--- config.mk ---
export PLATFORM = sky130hd
export DESIGN_NAME = axis_stat_sampler
export DESIGN_NICKNAME = d
export VERILOG_FILES = /design/src/rtl/axis_stat_sampler_pkg.sv /design/src/rtl/axis_stat_sampler_acc.sv /design/src/rtl/axis_stat_sampler.sv
export SDC_FILE = /design/constraint.sdc
export NUM_CORES = 1
export LEC_CHECK = 0
export BUFFER_PORTS_ARGS = -buffer_cell sky130_fd_sc_hd__buf_2
export CORE_ASPECT_RATIO = 1.75
export CORE_MARGIN = 1.5
export CORE_UTILIZATION = 52
export DETAILED_ROUTE_END_ITERATION = 6
export PLACE_DENSITY = 0.68
export SLEW_MARGIN = 10
export SYNTH_ARGS = -nofsm -noshare
export SYNTH_HDL_FRONTEND = slang
export SYNTH_HIERARCHICAL = 1
export SYNTH_SLANG_ARGS = --single-unit
--- constraint.sdc ---
create_clock -name clk -period 3.6 [get_ports clk]
set_clock_uncertainty 0.2 [all_clocks]
set_input_delay 0.54 -clock clk [delete_from_list [all_inputs] [get_ports clk]]
set_output_delay 0.54 -clock clk [all_outputs]
set_load 0.005 [all_outputs]
--- src/rtl/axis_stat_sampler_pkg.sv ---
// ---------------------------------------------------------------------------
// easyobv_stat_pkg
// Shared definitions for the AXI-Stream statistics sampler:
//   - DROP_W        : width of the dropped-snapshot counter
//   - OFF_*         : field offsets inside a snapshot word, in units of CNT_W
//                     (drops sits at OFF_DROPS*CNT_W and is DROP_W wide)
//   - POP_MAX_W     : widest tkeep the popcount helper accepts
//   - POPCNT_W      : width of the popcount result
//   - state_t       : sampler FSM state encoding
//   - popcount()    : number of set bits in a (zero-extended) tkeep vector
// ---------------------------------------------------------------------------
package easyobv_stat_pkg;

  localparam int DROP_W     = 8;

  localparam int OFF_BEATS  = 0;
  localparam int OFF_PKTS   = 1;
  localparam int OFF_BYTES  = 2;
  localparam int OFF_STALLS = 3;
  localparam int OFF_DROPS  = 4;

  localparam int POP_MAX_W  = 256;
  localparam int POPCNT_W   = 9;

  typedef enum logic [0:0] {
    IDLE = 1'b0,
    RUN  = 1'b1
  } state_t;

  // Callers zero-extend tkeep to POP_MAX_W so one helper serves every DATA_BYTES.
  function automatic logic [POPCNT_W-1:0] popcount(input logic [POP_MAX_W-1:0] v);
    logic [POPCNT_W-1:0] cnt;
    cnt = {POPCNT_W{1'b0}};
    for (int i = 0; i < POP_MAX_W; i++) begin
      cnt = cnt + POPCNT_W'(v[i]);
    end
    return cnt;
  endfunction

endpackage

--- src/rtl/axis_stat_sampler_acc.sv ---
// ---------------------------------------------------------------------------
// stat_sat_acc
// One saturating statistics accumulator.
//   clk    in  1  clock
//   rst_n  in  1  asynchronous reset, active-low
//   inc_i  in  W  amount to add this cycle
//   clr_i  in  1  reload the accumulator to zero at the next edge
//   cap_o  out W  accumulator + inc_i, saturated at all-ones. This is the value
//                 the accumulator takes next cycle unless clr_i is set, and it is
//                 what the parent captures at a window boundary so the boundary
//                 cycle's event is neither lost nor counted twice.
// ---------------------------------------------------------------------------
module stat_sat_acc #(
  parameter int W = 32
) (
  input  logic         clk,
  input  logic         rst_n,
  input  logic [W-1:0] inc_i,
  input  logic         clr_i,
  output logic [W-1:0] cap_o
);

  logic [W-1:0] acc_q;
  logic [W-1:0] acc_d;
  logic [W:0]   sum_s;

  // Saturating add: the extra carry bit flags overflow past all-ones.
  always_comb begin
    sum_s = {1'b0, acc_q} + {1'b0, inc_i};
    if (sum_s[W]) begin
      cap_o = {W{1'b1}};
    end else begin
      cap_o = sum_s[W-1:0];
    end
  end

  // Next accumulator value: reload on clear, otherwise keep the saturated sum.
  always_comb begin
    if (clr_i) begin
      acc_d = {W{1'b0}};
    end else begin
      acc_d = cap_o;
    end
  end

  // Accumulator register.
  always_ff @(posedge clk or negedge rst_n) begin
    if (!rst_n) begin
      acc_q <= {W{1'b0}};
    end else begin
      acc_q <= acc_d;
    end
  end

endmodule

--- src/rtl/axis_stat_sampler.sv ---
// ---------------------------------------------------------------------------
// axis_stat_sampler
// Passive AXI-Stream tap that accumulates beats, packets, bytes and stall
// cycles over a window of WINDOW clocks and emits one snapshot per window over
// a valid/ready handshake (consumed by a multi-bit CDC synchroniser).
//   clk        in   1             monitored stream clock
//   rst_n      in   1             asynchronous reset, active-low
//   en         in   1             sampling enable (level)
//   s_tvalid   in   1             tapped tvalid
//   s_tready   in   1             tapped tready
//   s_tlast    in   1             tapped tlast
//   s_tkeep    in   DATA_BYTES    tapped tkeep
//   snap_data  out  4*CNT_W+8     {drops, stalls, bytes, pkts, beats}
//   snap_vld   out  1             snapshot valid
//   snap_rdy   in   1             snapshot accepted when snap_vld & snap_rdy
// snap_data never changes while a snapshot is offered and unaccepted; a
// window ending while the slot is occupied is discarded and counted in drops.
// ---------------------------------------------------------------------------
module axis_stat_sampler
  import easyobv_stat_pkg::*;
#(
  parameter int DATA_BYTES = 8,
  parameter int CNT_W      = 32,
  parameter int WINDOW     = 1000000
) (
  input  logic                      clk,
  input  logic                      rst_n,
  input  logic                      en,
  input  logic                      s_tvalid,
  input  logic                      s_tready,
  input  logic                      s_tlast,
  input  logic [DATA_BYTES-1:0]     s_tkeep,
  output logic [4*CNT_W+DROP_W-1:0] snap_data,
  output logic                      snap_vld,
  input  logic                      snap_rdy
);

  localparam int SNAP_W = 4*CNT_W + DROP_W;
  localparam int WCNT_W = $clog2(WINDOW);
  localparam int EXT_W  = (CNT_W > POPCNT_W) ? CNT_W : POPCNT_W;
  localparam logic [WCNT_W-1:0] WCNT_LAST = WCNT_W'(WINDOW - 1);

  state_t              state_q, state_d;
  logic [WCNT_W-1:0]   wcnt_q, wcnt_d;
  logic [DROP_W-1:0]   drops_q, drops_d;
  logic                snap_vld_q, snap_vld_d;
  logic [SNAP_W-1:0]   snap_data_q, snap_data_d;

  logic                beat_s, pkt_s, stall_s;
  logic                counting_s, capture_s, acc_clr_s, slot_free_s;
  logic [POPCNT_W-1:0] keep_cnt_s;
  logic [EXT_W-1:0]    keep_ext_s;
  logic [CNT_W-1:0]    beats_inc_s, pkts_inc_s, bytes_inc_s, stalls_inc_s;
  logic [CNT_W-1:0]    beats_cap_s, pkts_cap_s, bytes_cap_s, stalls_cap_s;
  logic [SNAP_W-1:0]   snap_val_s;

  assign beat_s  = s_tvalid & s_tready;
  assign pkt_s   = beat_s & s_tlast;
  assign stall_s = s_tvalid & ~s_tready;

  // The en=0 cycle of a RUN window is part of the discarded partial window,
  // so neither counting nor capture happens in it.
  assign counting_s  = (state_q == RUN) & en;
  assign capture_s   = counting_s & (wcnt_q == WCNT_LAST);
  assign acc_clr_s   = ~counting_s | capture_s;
  assign slot_free_s = ~snap_vld_q | snap_rdy;

  assign keep_cnt_s   = popcount(POP_MAX_W'(s_tkeep));
  assign beats_inc_s  = CNT_W'(beat_s);
  assign pkts_inc_s   = CNT_W'(pkt_s);
  assign stalls_inc_s = CNT_W'(stall_s);

  // Byte increment, clamped so a narrow CNT_W still saturates instead of truncating.
  always_comb begin
    keep_ext_s = EXT_W'(keep_cnt_s);
    if (!beat_s) begin
      bytes_inc_s = {CNT_W{1'b0}};
    end else if (keep_ext_s > EXT_W'({CNT_W{1'b1}})) begin
      bytes_inc_s = {CNT_W{1'b1}};
    end else begin
      bytes_inc_s = CNT_W'(keep_ext_s);
    end
  end

  stat_sat_acc #(.W(CNT_W)) u_acc_beats (
    .clk   (clk),
    .rst_n (rst_n),
    .inc_i (beats_inc_s),
    .clr_i (acc_clr_s),
    .cap_o (beats_cap_s)
  );

  stat_sat_acc #(.W(CNT_W)) u_acc_pkts (
    .clk   (clk),
    .rst_n (rst_n),
    .inc_i (pkts_inc_s),
    .clr_i (acc_clr_s),
    .cap_o (pkts_cap_s)
  );

  stat_sat_acc #(.W(CNT_W)) u_acc_bytes (
    .clk   (clk),
    .rst_n (rst_n),
    .inc_i (bytes_inc_s),
    .clr_i (acc_clr_s),
    .cap_o (bytes_cap_s)
  );

  stat_sat_acc #(.W(CNT_W)) u_acc_stalls (
    .clk   (clk),
    .rst_n (rst_n),
    .inc_i (stalls_inc_s),
    .clr_i (acc_clr_s),
    .cap_o (stalls_cap_s)
  );

  // Assemble the candidate snapshot from the accumulators' capture values.
  always_comb begin
    snap_val_s = {SNAP_W{1'b0}};
    snap_val_s[OFF_BEATS*CNT_W  +: CNT_W]  = beats_cap_s;
    snap_val_s[OFF_PKTS*CNT_W   +: CNT_W]  = pkts_cap_s;
    snap_val_s[OFF_BYTES*CNT_W  +: CNT_W]  = bytes_cap_s;
    snap_val_s[OFF_STALLS*CNT_W +: CNT_W]  = stalls_cap_s;
    snap_val_s[OFF_DROPS*CNT_W  +: DROP_W] = drops_q;
  end

  // FSM and window counter next state.
  always_comb begin
    state_d = state_q;
    wcnt_d  = wcnt_q;
    case (state_q)
      IDLE: begin
        wcnt_d = {WCNT_W{1'b0}};
        if (en) begin
          state_d = RUN;
        end else begin
          state_d = IDLE;
        end
      end
      RUN: begin
        if (!en) begin
          state_d = IDLE;
          wcnt_d  = {WCNT_W{1'b0}};
        end else if (capture_s) begin
          state_d = RUN;
          wcnt_d  = {WCNT_W{1'b0}};
        end else begin
          state_d = RUN;
          wcnt_d  = wcnt_q + WCNT_W'(1);
        end
      end
      default: begin
        state_d = IDLE;
        wcnt_d  = {WCNT_W{1'b0}};
      end
    endcase
  end

  // Snapshot slot and drop counter next state. A blocked capture leaves the
  // held snapshot untouched so the CDC consumer always sees stable data.
  always_comb begin
    snap_vld_d  = snap_vld_q;
    snap_data_d = snap_data_q;
    drops_d     = drops_q;
    if (capture_s && slot_free_s) begin
      snap_vld_d  = 1'b1;
      snap_data_d = snap_val_s;
      drops_d     = {DROP_W{1'b0}};
    end else if (capture_s) begin
      if (drops_q == {DROP_W{1'b1}}) begin
        drops_d = drops_q;
      end else begin
        drops_d = drops_q + DROP_W'(1);
      end
    end else if (snap_vld_q && snap_rdy) begin
      snap_vld_d = 1'b0;
    end else begin
      snap_vld_d = snap_vld_q;
    end
  end

  // State, window counter, drop counter and snapshot registers.
  always_ff @(posedge clk or negedge rst_n) begin
    if (!rst_n) begin
      state_q     <= IDLE;
      wcnt_q      <= {WCNT_W{1'b0}};
      drops_q     <= {DROP_W{1'b0}};
      snap_vld_q  <= 1'b0;
      snap_data_q <= {SNAP_W{1'b0}};
    end else begin
      state_q     <= state_d;
      wcnt_q      <= wcnt_d;
      drops_q     <= drops_d;
      snap_vld_q  <= snap_vld_d;
      snap_data_q <= snap_data_d;
    end
  end

  assign snap_vld  = snap_vld_q;
  assign snap_data = snap_data_q;

endmodule
-- After elaboration in Yosys (flattened, before gate mapping)
Index checks and enable logic that the tools add are counted.
- register bits after elaboration: 294
- bits of input ports: 15
- output and inout bits: 137
- word-level logic and storage cells: 62
- $add $sub $neg: 13
- eq/ne operators: 4
- multiplexer cells: 19
- bitwise logic cells: 11
- reductions and logical operators: 6
- operators with widths (cell ; count):
    2-to-1 mux 32 bit ; 8
    adder 32 x 1 -> 33 bit ; 3
    2-to-1 mux 20 bit ; 2
    one-hot mux 20 bit (2 select lines) ; 1
    adder 32 x 8 -> 33 bit ; 1
    2-to-1 mux 8 bit ; 4
    adder 20 x 1 -> 20 bit (second input constant) ; 1
    == test 20 bit (second input constant) ; 1
    adder 7 x 1 -> 8 bit ; 1
    adder 8 x 1 -> 8 bit (second input constant) ; 1
    == test 8 bit (second input constant) ; 1
    adder 6 x 1 -> 7 bit ; 1
    adder 5 x 1 -> 6 bit ; 1
    adder 4 x 1 -> 5 bit ; 1
    AND 1 bit ; 5
    adder 3 x 1 -> 4 bit ; 1
    2-to-1 mux 1 bit ; 4
    NOT 1 bit ; 4
    AND reduction 2 bit ; 2
    nonzero test 2 bit ; 2
    adder 2 x 1 -> 3 bit ; 1
    adder 1 x 1 -> 2 bit ; 1
    logical AND 1 bit ; 2
    != test 2 x 1 -> 1 bit (second input constant) ; 1
    2 further kinds ; 3

-- Longest topological paths before layout
Gate-level depths: netlist of the first run.
- depth after elaboration: 11
- depth in mapped cells: 20
- mapped depth without buffers: 18

-- By module
The synthesis of the first run kept the hierarchy.
- by module, submodules not included (module ; instances ; cells an instance ; area each (µm²) ; seq. area each (µm²)):
    axis_stat_sampler ; 1 ; 468 ; 7315.8 ; 4154.0
    stat_sat_acc at u_acc_pkts ... ; 2 ; 374 ; 3188.1 ; 800.8
    stat_sat_acc at u_acc_beats ... ; 2 ; 386 ; 3123.0 ; 800.8

-- Least setup slack after synthesis of the first run
No wires, ideal clock.
- path type: input to register
- start: input s_tkeep[0]
- end: register snap_data_q[93] (netlist: snap_data[93])
- library setup time: 0.127 ns
- data arrival time: 4.963 ns
- data required time: 3.273 ns
- setup slack: -1.691 ns
- stages: 19
- buffers on the path: 3
- cell sequence: inv_1 fa_1 fa_1 fa_1 inv_1 ha_1 fa_1 and3_1 fa_1 a211oi_2 nor3_2 o211ai_1 a21oi_2 o22ai_2 buf_6 buf_6 buf_6 nand2_1 mux2_1
- longest elaborated chain between the ends: 10
- RTL lines (element ; line ; source):
    start, declared ; axis_stat_sampler.sv:32 ; input logic [DATA_BYTES-1:0] s_tkeep,
    adder 1 x 1 -> 2 bit ; axis_stat_sampler_pkg.sv:35 ; cnt = cnt + POPCNT_W'(v[i]);
    adder 2 x 1 -> 3 bit ; axis_stat_sampler_pkg.sv:35 ;
    adder 3 x 1 -> 4 bit ; axis_stat_sampler_pkg.sv:35 ;
    adder 4 x 1 -> 5 bit ; axis_stat_sampler_pkg.sv:35 ;
    adder 5 x 1 -> 6 bit ; axis_stat_sampler_pkg.sv:35 ;
    adder 6 x 1 -> 7 bit ; axis_stat_sampler_pkg.sv:35 ;
    adder 7 x 1 -> 8 bit ; axis_stat_sampler_pkg.sv:35 ;
    2-to-1 mux 8 bit ; axis_stat_sampler.sv:76 ; if (!beat_s) begin
    via bytes_inc_s[1] ; axis_stat_sampler.sv:53 ; logic [CNT_W-1:0] beats_inc_s, pkts_inc_s, bytes_inc_s, stalls_inc_s;
    adder 32 x 8 -> 33 bit ; axis_stat_sampler_acc.sv:29 ; sum_s = {1'b0, acc_q} + {1'b0, inc_i};
    2-to-1 mux 32 bit ; axis_stat_sampler_acc.sv:30 ; if (sum_s[W]) begin
    via bytes_cap_s[29] ; axis_stat_sampler.sv:54 ; logic [CNT_W-1:0] beats_cap_s, pkts_cap_s, bytes_cap_s, stalls_cap_s;
    end signal, assigned ; axis_stat_sampler.sv:189 ; snap_data_q <= {SNAP_W{1'b0}};
    end signal, assigned ; axis_stat_sampler.sv:195 ; snap_data_q <= snap_data_d;
    end, declared ; axis_stat_sampler.sv:47 ; logic [SNAP_W-1:0] snap_data_q, snap_data_d;
The timed path passes the listed nets, and every way through them passes these cells.
A chain may end at the register's enable or synchronous reset.

-- Worst setup path in the final report of the first run
- start: input s_tkeep[1]
- end: register snap_data_q[87] (netlist: snap_data[87])
The elaborated chain is that of the path after synthesis.

==> flow_summary.yaml, run 1 <==
cts:
  cts_tree: "built"
  htree_levels: 1
  cts_root_buffer: "clkbuf_16"
  insertion_delay_ps: 580
  numCtsBuffers: 30
  cts.sinks: 294
  path_clk_slew_ps: 70
  clock_path_buffers: 3
placed_design:
  port_buffers: 151
  dp_hpwl_mm: 36.2
  place_congestion: 0.922
  place_inst: 2756
  dpl_worst_slack_ps: -1940
routing:
  met1Wirelength_mm: 18.8
  highest-signal-layer: "met4"
  vias: 16200
  drt_drc_violations_left: 0
  drt_iter0_markers: 719
  finalWirelength_mm: 49.3
  wl_met3_mm: 1.84
  ant_nets: 0
  met2_wirelength_mm: 26.5
  routedWlPerCell_um: 17.4
  viasPerCell: 5.72
  drt_first_pass_iters: 5
job:
  maxCapViolations: 0
critical_path:
  crit_top_cell: "fa_1"
  worst-setup-path-type: "in -> reg"
  reg2reg_from: "u_acc_pkts/acc_q[0]"
  rr_worst_depth: 11
  worst_path_max_delay_cell: "fa_1"
  cp_cell_sequence: "buf_6 -> inv_2 -> fa_1 -> fa_1 -> fa_1 -> inv_2 -> ha_4 -> fa_2 -> and3_4 -> ha_4 -> a211oi_4 -> o211ai_1 -> nand4_1 -> a211oi_4 -> buf_4 -> or4_4 -> nand4_1 -> nand2_1 -> mux2_4"
  worst-path-stages: 19
  slowest_delay_ps: 550
  arrival_ps: 5040
  required_ps: 3860
  critPathTopFamily: "adder cells"
  r2r_setup_slack_ps: 160
  critPathBufInv: 4
  worstSetupEndpointType: "flip-flop"
  start_kind: "input pin"
  r2r-end: "snap_data[38]"
  worstPathMaxFanout: 4
synthesis:
  synth_cell_types: 86
  yosysTopAreaCell: "dfrtp_1"
  syn_area_um2: 19900
  async_reset_ff_frac: 1.00
  synth_edf_count: 0
  avgSynthCellArea_um2: 10.0
  synthFlopType: "dfrtp_1"
  synth_seq_area_share: 0.369
  ys_warn_count: 6
  ys_ff_latch: 294
  synth_top_area_frac: 0.369
  netlist_top_cells_area: "dfrtp_1, ha_1, mux2_4"
  synthCells: 1988
sta:
  max_slew_margin: 0.446
  setup_viol: 64
  min_period_ps: 4780
  holdWs_ps: 125
  final-hold-violation-count: 0
  fin_tns_setup_ps: -67680
  drv_slew: 0
  worst_slack_ps: -1180
  grt_setup_unrepaired: "true"
  finalCritPeriodShare: 1.33
  fmax_mhz: 209
  worst_pin_slew_ps: 821
grt:
  antenna_found_initial: 0
  grt_usage: 0.252
  grt_pass1_wl_mm: 81.0
  grt_max_degree: 75
  overflow: 0
  grt_pass1_vias: 17000
finish:
  area_growth_pct: 18.8
  final_cells: 2833
  diodes: 0
  final_nets: 2485
  drive_above_1_share: 0.268
min_path:
  worstHoldPathType: "in -> reg"
  hp-start: "snap_rdy"
  min_to: "drops_q[6]"
  whs_path_depth: 4
pwr:
  power_density_nw_per_um2: 420
  vdd_ir_drop_max_uv: 451
  leakage_uw: 0.0119
floorplan:
  die_x_um: 151
  die_h_um: 262
  rows: 94
  start_util: 0.528
  pin_count: 152
  core_area_um2: 37800
  dieArea_um2: 39600
outcome:
  status: "finished, violations left"
  violations: "negative setup slack"
==> how the worst max path moves through the flow <==
stage | from | endpoint | slack, ps
after detailed placement | s_tkeep[3] | snap_data[89] | -1940
after CTS | s_tkeep[1] | snap_data[75] | -1160
final | s_tkeep[1] | snap_data[87] | -1180
after global placement | s_tkeep[3] | snap_data[95] | -1930
after floorplan | s_tkeep[3] | snap_data[93] | -1450
after global routing | s_tkeep[1] | snap_data[81] | -1300
==> placed cells by master, fill, tap and decap left out, types with 13 or more instances in the layout <==
master	Yosys	layout
o21a_1	16	16
dfrtp_1	294	294
buf_2	13	148
xor2_1	66	64
o211ai_1	24	24
a21oi_2	58	70
nand2_2	6	13
ha_1	133	130
a21oi_1	160	148
a211oi_1	34	29
a21o_1	38	38
nand4_1	27	27
xnor2_1	45	45
clkbuf_16	0	31
nor2_1	105	102
inv_1	38	35
buf_12	11	14
mux2_1	18	14
a31oi_1	18	16
nor3_1	41	40
nand2b_1	18	15
nand2_1	214	202
nor2b_1	32	32
mux2_4	100	104
o21ai_1	14	13
buf_4	17	105
and3_1	25	24
nand3_1	60	60
conb_1	1	124
o21ai_0	70	69
mux2_2	21	21
==> cells in the mapped netlist, types with 18 or more instances <==
library cell	instances
o211ai_1	24
mux2_1	18
a21oi_2	58
a21o_1	38
mux2_2	21
o21ai_0	70
nand2_1	214
dfrtp_1	294
nor2b_1	32
a211oi_1	34
inv_1	38
nor3_1	41
mux2_4	100
clkbuf_1	35
a21oi_1	160
ha_1	133
nand4_1	27
nand2b_1	18
and3_1	25
nand3_1	60
xor2_1	66
xnor2_1	45
nor2_1	105
a31oi_1	18
==> layer usage <==
layer	track usage	vias to the layer above
li1	-	7788
met1	0.269	7916
met2	0.480	361
met3	0.0333	140
met4	0.119	0
met5	0	-
==> cell type report <==
class | count | area [µm²]
timing repair buffer | 283 | 2010
inverter | 38 | 150
clock inverter | 13 | 174
sequential | 294 | 7360
tap | 480 | 601
multi-input combinational | 1682 | 12500
clock buffer | 43 | 911
fill | 3198 | 14100
==> sequential cells by signal (all words and copies together), names as in the netlist <==
register / count
wcnt_q: 20
u_acc_bytes/acc_q: 32
u_acc_pkts/acc_q: 32
u_acc_beats/acc_q: 32
drops_q: 8
state_q: 1
snap_vld: 1
u_acc_stalls/acc_q: 32
snap_data: 136
==> worst reg2reg max path, cell delays in order (launching register included) <==
cell and delay [ps]:
dfrtp_1 360, ha_1 230, fa_1 470, a211oi_2 270, o211a_1 240, nor3b_1 60
nand3b_1 270, a221oi_2 380, o31a_2 290, buf_12 190, nand2_1 90, mux2_4 270
==> power breakdown <==
group	total (µW)	internal [µW]	leakage [µW]	switching [µW]
Clock	3400	2040	0.000535	1360
Sequential	3500	3450	0.00404	52.8
Combinational	3050	1250	0.00732	1800
==> kinds of logic after synthesis <==
logic type	share of synthesized area
and+or+nand+nor	0.153
AOI/OAI and AO/OA	0.192
DFF	0.369
muxes	0.100
adders and majority gates	0.0915
buffers and inverters	0.0449
xor gates and xnor gates	0.0488
other	0.000188
==> stage by stage <==
step | util | power [µW] | area (µm²)
4_1_cts | 0.624 | 9900 | 23500
6_report | 0.627 | 9950 | 23700
2_1_floorplan | - | 5640 | 20400
3_5_place_dp | 0.585 | 6350 | 22100
3_3_place_gp | 0.585 | 6300 | 22100
5_1_grt | 0.627 | 10500 | 23700
==> timing repair <==
item | in CTS | in global routing
endpoints found under the setup margin | 64 | 124
endpoints found under the hold margin | 51 | 0
resized for setup | 47 | 38
gates cloned | 2 | 0
hold buffers | 2 | 0
pin swaps | 24 | 10
setup buffers | 15 | 11
(Power assumes the default switching activity.)
==> run 2, diff against run 1 <==
--- a/config.mk
+++ b/config.mk
@@ -10,6 +10,7 @@
 export CORE_MARGIN = 1.5
 export CORE_UTILIZATION = 52
 export DETAILED_ROUTE_END_ITERATION = 6
+export MAX_ROUTING_LAYER = met4
 export PLACE_DENSITY = 0.68
 export SLEW_MARGIN = 10
 export SYNTH_ARGS = -nofsm -noshare
==> constraint.sdc (replaced) <==
create_clock -name clk -period 5.55 [get_ports clk]
set_clock_uncertainty 0.2 [all_clocks]
set_input_delay 0.8325 -clock clk [delete_from_list [all_inputs] [get_ports clk]]
set_output_delay 0.8325 -clock clk [all_outputs]
set_load 0.005 [all_outputs]
==> run 2 against run 1 <==
The flow now finishes without violations. Highest routed layer unchanged. Sequential power fell by 35%. Non-clock buffer count fell by 95. Wire length fell by 3.4%. Critical path type unchanged. Clock-buffer cell count fell by 6. Register-to-register slack improved by 1500 ps. Flip-flop and latch count did not move. Clock power fell by 37%. Setup slack improved by 1400 ps.
==> flow_summary.yaml, run 2 (synthesis results as in run 1) <==
cts:
  cts_tree: "built"
  cts.sinks: 294
  cts_root_buffer: "clkbuf_16"
  cts_resized: 0
  path_clk_slew_ps: 60
  hold_buffers: 0
  clock_path_buffers: 3
  post-cts-setup-buffers: 0
  numCtsBuffers: 30
  insertion_delay_ps: 570
  htree_levels: 1
pwr:
  combPwrFrac: 0.287
  power_density_nw_per_um2: 276
  swShare: 0.329
  leakage_uw: 0.0113
  vdd_ir_drop_max_uv: 246
  seq_power_share: 0.367
  p_sw_uw: 2030
  power_uw: 6180
  clkPwrFrac: 0.346
  p_int_uw: 4150
floorplan:
  die_h_um: 262
  core_area_um2: 37800
  die_x_um: 151
  pin_count: 152
  start_util: 0.528
  rows: 94
  dieArea_um2: 39600
finish:
  largest_register_ffs: 136
  fillers: 3281
  layout_commonest_cell: "dfrtp_1"
  area_growth_pct: 12.5
  drive_above_1_share: 0.213
  diodes: 0
  final_cells: 2737
  final_cell_mix: "dfrtp_1, nand2_1, a21oi_1"
  final_nets: 2390
grt:
  grt_busiest_layer: "met2"
  grt_usage: 0.250
  grt_pass1_wl_mm: 78.1
  grt_pass1_vias: 15900
  overflow: 0
  grt_max_degree: 116
  use_met2: 0.473
  use_met1: 0.272
  antenna_found_initial: 0
  grtUsageMet3: 0.0238
routing:
  routedWlPerCell_um: 17.4
  finalWirelength_mm: 47.6
  viasPerCell: 5.68
  ant_nets: 0
  vias: 15600
  drt_first_pass_iters: 5
  drt_iter0_markers: 680
  drt_drc_violations_left: 0
sta:
  grt_setup_unrepaired: "false"
  final-hold-violation-count: 0
  min_period_ps: 5310
  max_slew_margin: 0.392
  worst_pin_slew_ps: 906
  finalCritPeriodShare: 0.956
  setup_viol: 0
  fmax_mhz: 188
  drv_slew: 0
critical_path:
  worstSetupEndpointType: "flip-flop"
  cp_cell_sequence: "buf_2 -> inv_1 -> fa_1 -> fa_1 -> fa_1 -> inv_1 -> ha_1 -> fa_1 -> xor2_1 -> and2_1 -> ha_1 -> o211ai_1 -> o211ai_1 -> nand4_1 -> a211oi_1 -> buf_4 -> a41oi_1 -> xor2_1 -> nand2_1 -> mux2_1"
  worst_path_max_delay_cell: "fa_1"
  worstPathMaxFanout: 5
  critPathTopFamily: "adder cells"
  critPathBufInv: 4
  required_ps: 5800
  slowest_delay_ps: 540
  arrival_ps: 5560
  worst-setup-path-type: "in -> reg"
  crit_top_cell: "fa_1"
  start_kind: "input pin"
placed_design:
  port_buffers: 151
  place_inst: 2682
  place_congestion: 0.902
  dp_hpwl_mm: 35.2
min_path:
  worstHoldPathType: "in -> async"
job:
  maxCapViolations: 0
outcome:
  status: "finished, final reports clean"
[run 2: layout make-up]
| cell class | instances | area, µm² | area share |
|---|---|---|---|
| Inverter | 38 | 143 | 0.00636 |
| Clock buffer | 37 | 818 | 0.0365 |
| Tap cell | 480 | 601 | 0.0268 |
| Sequential cell | 294 | 7360 | 0.328 |
| Timing Repair Buffer | 188 | 1120 | 0.0499 |
| Clock inverter | 18 | 224 | 0.00998 |
| Multi-Input combinational cell | 1682 | 12200 | 0.543 |
[run 2: worst paths after layout]
path                                        from              to  slack, ps  depth (start not counted)
max reg2reg                u_acc_stalls/acc_q[0]  snap_data[101]       1660                         11
max                                   s_tkeep[0]   snap_data[95]        240                         20
min reg2reg                        snap_data[92]   snap_data[92]        280                          1
min                                        rst_n   snap_data[83]        120                          1
max in group asynchronous                  rst_n       wcnt_q[1]       3920                          2
min in group clk                              en         state_q        200                          1
[run 2: per-stage QoR]
| stage | cell area (µm²) | utilization | hold WS (ps) | worst slack [ps] | setup TNS, ps |
|---|---|---|---|---|---|
| floorplan | 20400 | - | 255 | 26.4 | 0 |
| global placement | 21400 | 0.567 | 265 | -270 | -3940 |
| detailed placement | 21400 | 0.567 | 269 | -326 | -5820 |
| CTS | 22400 | 0.594 | 164 | 282 | 0 |
| global route | 22400 | 0.594 | 186 | 1.38 | 0 |
| finish | 22400 | 0.594 | 118 | 243 | 0 |
[run 2: routing by layer]
| metal | vias up | routed length, µm |
|---|---|---|
| met4 | 0 | 1320 |
| met3 | 87 | 1490 |
| li1 | 7617 | - |
| met1 | 7566 | 18800 |
| met5 | - | 0 |
| met2 | 283 | 26000 |
[run 2: power groups by stage]
stage | clock network, µW | registers [µW] | logic, µW
6_report | 2140 | 2270 | 1770
5_1_grt | 2280 | 2280 | 1990
4_1_cts | 2220 | 2270 | 1720
3_5_place_dp | 0 | 2310 | 1700
3_3_place_gp | 0 | 2310 | 1680
2_1_floorplan | 0 | 2300 | 1350
==> run 3, diff against run 2 <==
--- a/config.mk
+++ b/config.mk
@@ -7,7 +7,6 @@
 export LEC_CHECK = 0
 export BUFFER_PORTS_ARGS = -buffer_cell sky130_fd_sc_hd__buf_2
 export CORE_ASPECT_RATIO = 1.75
-export CORE_MARGIN = 1.5
 export CORE_UTILIZATION = 52
 export DETAILED_ROUTE_END_ITERATION = 6
 export MAX_ROUTING_LAYER = met4
==> run 3 against run 2 <==
Utilization rose by 0.28 points. Critical path depth did not move. Sequential share of layout area fell by 0.053 points. Clock-buffer cell count rose by 2. Wire length fell by 0.41%.
==> flow_summary.yaml, run 3 (synthesis results as in run 1) <==
outcome:
  status: "finished, final reports clean"
floorplan:
  start_util: 0.530
  die_h_um: 261
  dieArea_um2: 39200
  rows: 94
  pin_count: 152
  die_x_um: 150
  core_area_um2: 37600
sta:
  drv_slew: 0
  finalCritPeriodShare: 0.946
  holdWs_ps: 204
  max_slew_margin: 0.274
  grt_setup_unrepaired: "false"
  min_period_ps: 5250
  fmax_mhz: 190
  setup_viol: 0
  worst_pin_slew_ps: 1090
  final-hold-violation-count: 0
finish:
  final_cell_mix: "dfrtp_1, nand2_1, a21oi_1"
  design_area_um2: 22500
  final_cells: 2733
  seq_area_um2: 7360
  drive_above_1_share: 0.210
  diodes: 0
  largest_register_ffs: 136
  area_growth_pct: 12.7
  fillers: 3353
  multi_input_area_um2: 12200
  final_nets: 2387
  layout_commonest_cell: "dfrtp_1"
pwr:
  vdd_ir_drop_max_uv: 276
  leakage_uw: 0.0113
  power_density_nw_per_um2: 277
critical_path:
  arrival_ps: 5480
  worstPathMaxFanout: 24
  reg2reg_from: "u_acc_pkts/acc_q[0]"
  worst-setup-path-type: "in -> reg"
  rr_worst_depth: 11
  worstSetupEndpointType: "flip-flop"
  required_ps: 5780
  critPathLaunch: "s_tkeep[0]"
  start_kind: "input pin"
routing:
  drt_drc_violations_left: 0
  routedWlPerCell_um: 17.3
  vias: 15600
  drt_iter0_markers: 642
  ant_nets: 0
  viasPerCell: 5.70
  drt_first_pass_iters: 5
  finalWirelength_mm: 47.4
cts:
  insertion_delay_ps: 570
  cts_root_buffer: "clkbuf_16"
  path_clk_slew_ps: 70
  numCtsBuffers: 29
  htree_levels: 1
  clock_path_buffers: 3
  cts.sinks: 294
  cts_tree: "built"
grt:
  antenna_found_initial: 0
  grt_pass1_vias: 16000
  overflow: 0
  grt_pass1_wl_mm: 78.1
  grt_max_degree: 123
  grt_usage: 0.254
placed_design:
  place_congestion: 0.939
  dp_hpwl_mm: 35.1
  placed_cell_area_um2: 21400
  port_buffers: 151
  place_inst: 2679
min_path:
  whs_path_depth: 1
  hp-start: "en"
  worstHoldPathType: "in -> reg"
job:
  maxCapViolations: 0
## run 3: worst max-delay path, stage by stage
cell      delay (ps)
buf_2             80
inv_1             50
fa_1             550
fa_1             420
fa_1             500
inv_1             40
ha_1             210
fa_1             380
xor2_1           160
and2_1           150
ha_1             310
buf_4            160
a211oi_2         270
nor3_2           110
o211ai_1         290
a21oi_2          130
o22ai_4          240
buf_12           220
nand2_1           60
mux2_1           300
## run 3: final cells by class
type	instances	share of cell area
multi-input combinational	1682	0.542
sequential	294	0.327
timing repair buffer	186	0.0503
clock buffer	39	0.0362
tap	480	0.0267
clock inverter	14	0.0112
inverter	38	0.00635
## run 3: metal layers
layer	up-vias	track usage	wire length (µm)
li1	7594	-	-
met1	7570	0.275	18800
met2	310	0.470	25400
met3	110	0.0242	1460
met4	0	0.0996	1760
met5	-	-	0
## run 3: through the flow
| stage | power, µW | util | setup WS, ps | TNS, ps |
|---|---|---|---|---|
| after floorplan | 3650 | - | 26.4 | 0 |
| after global placement | 3970 | 0.568 | -206 | -6580 |
| after detailed placement | 3990 | 0.568 | -269 | -9810 |
| after CTS | 6240 | 0.597 | 305 | 0 |
| after global routing | 6600 | 0.597 | 95.7 | 0 |
| final | 6240 | 0.597 | 300 | 0 |
## run 3: final timing paths
check | endpoint | slack [ps]
min in group asynchronous | snap_data[84] | 600
worst min register to register | snap_data[97] | 280
worst max register to register | snap_data[51] | 1730
max in group asynchronous | snap_data[122] | 3510
worst max-delay path | snap_data[91] | 300
worst min-delay path | state_q | 200
## run 3: what timing repair did
action	CTS	global route
hold endpoints to repair	8	0
resized for setup	0	1
hold buffers	1	0
setup buffers	0	0
setup endpoints to repair	0	1
## run 3: power breakdown
group | internal (µW) | switching, µW
combinational | 670 | 1090
sequential | 2240 | 33.2
clock | 1350 | 860
total | 4250 | 1980
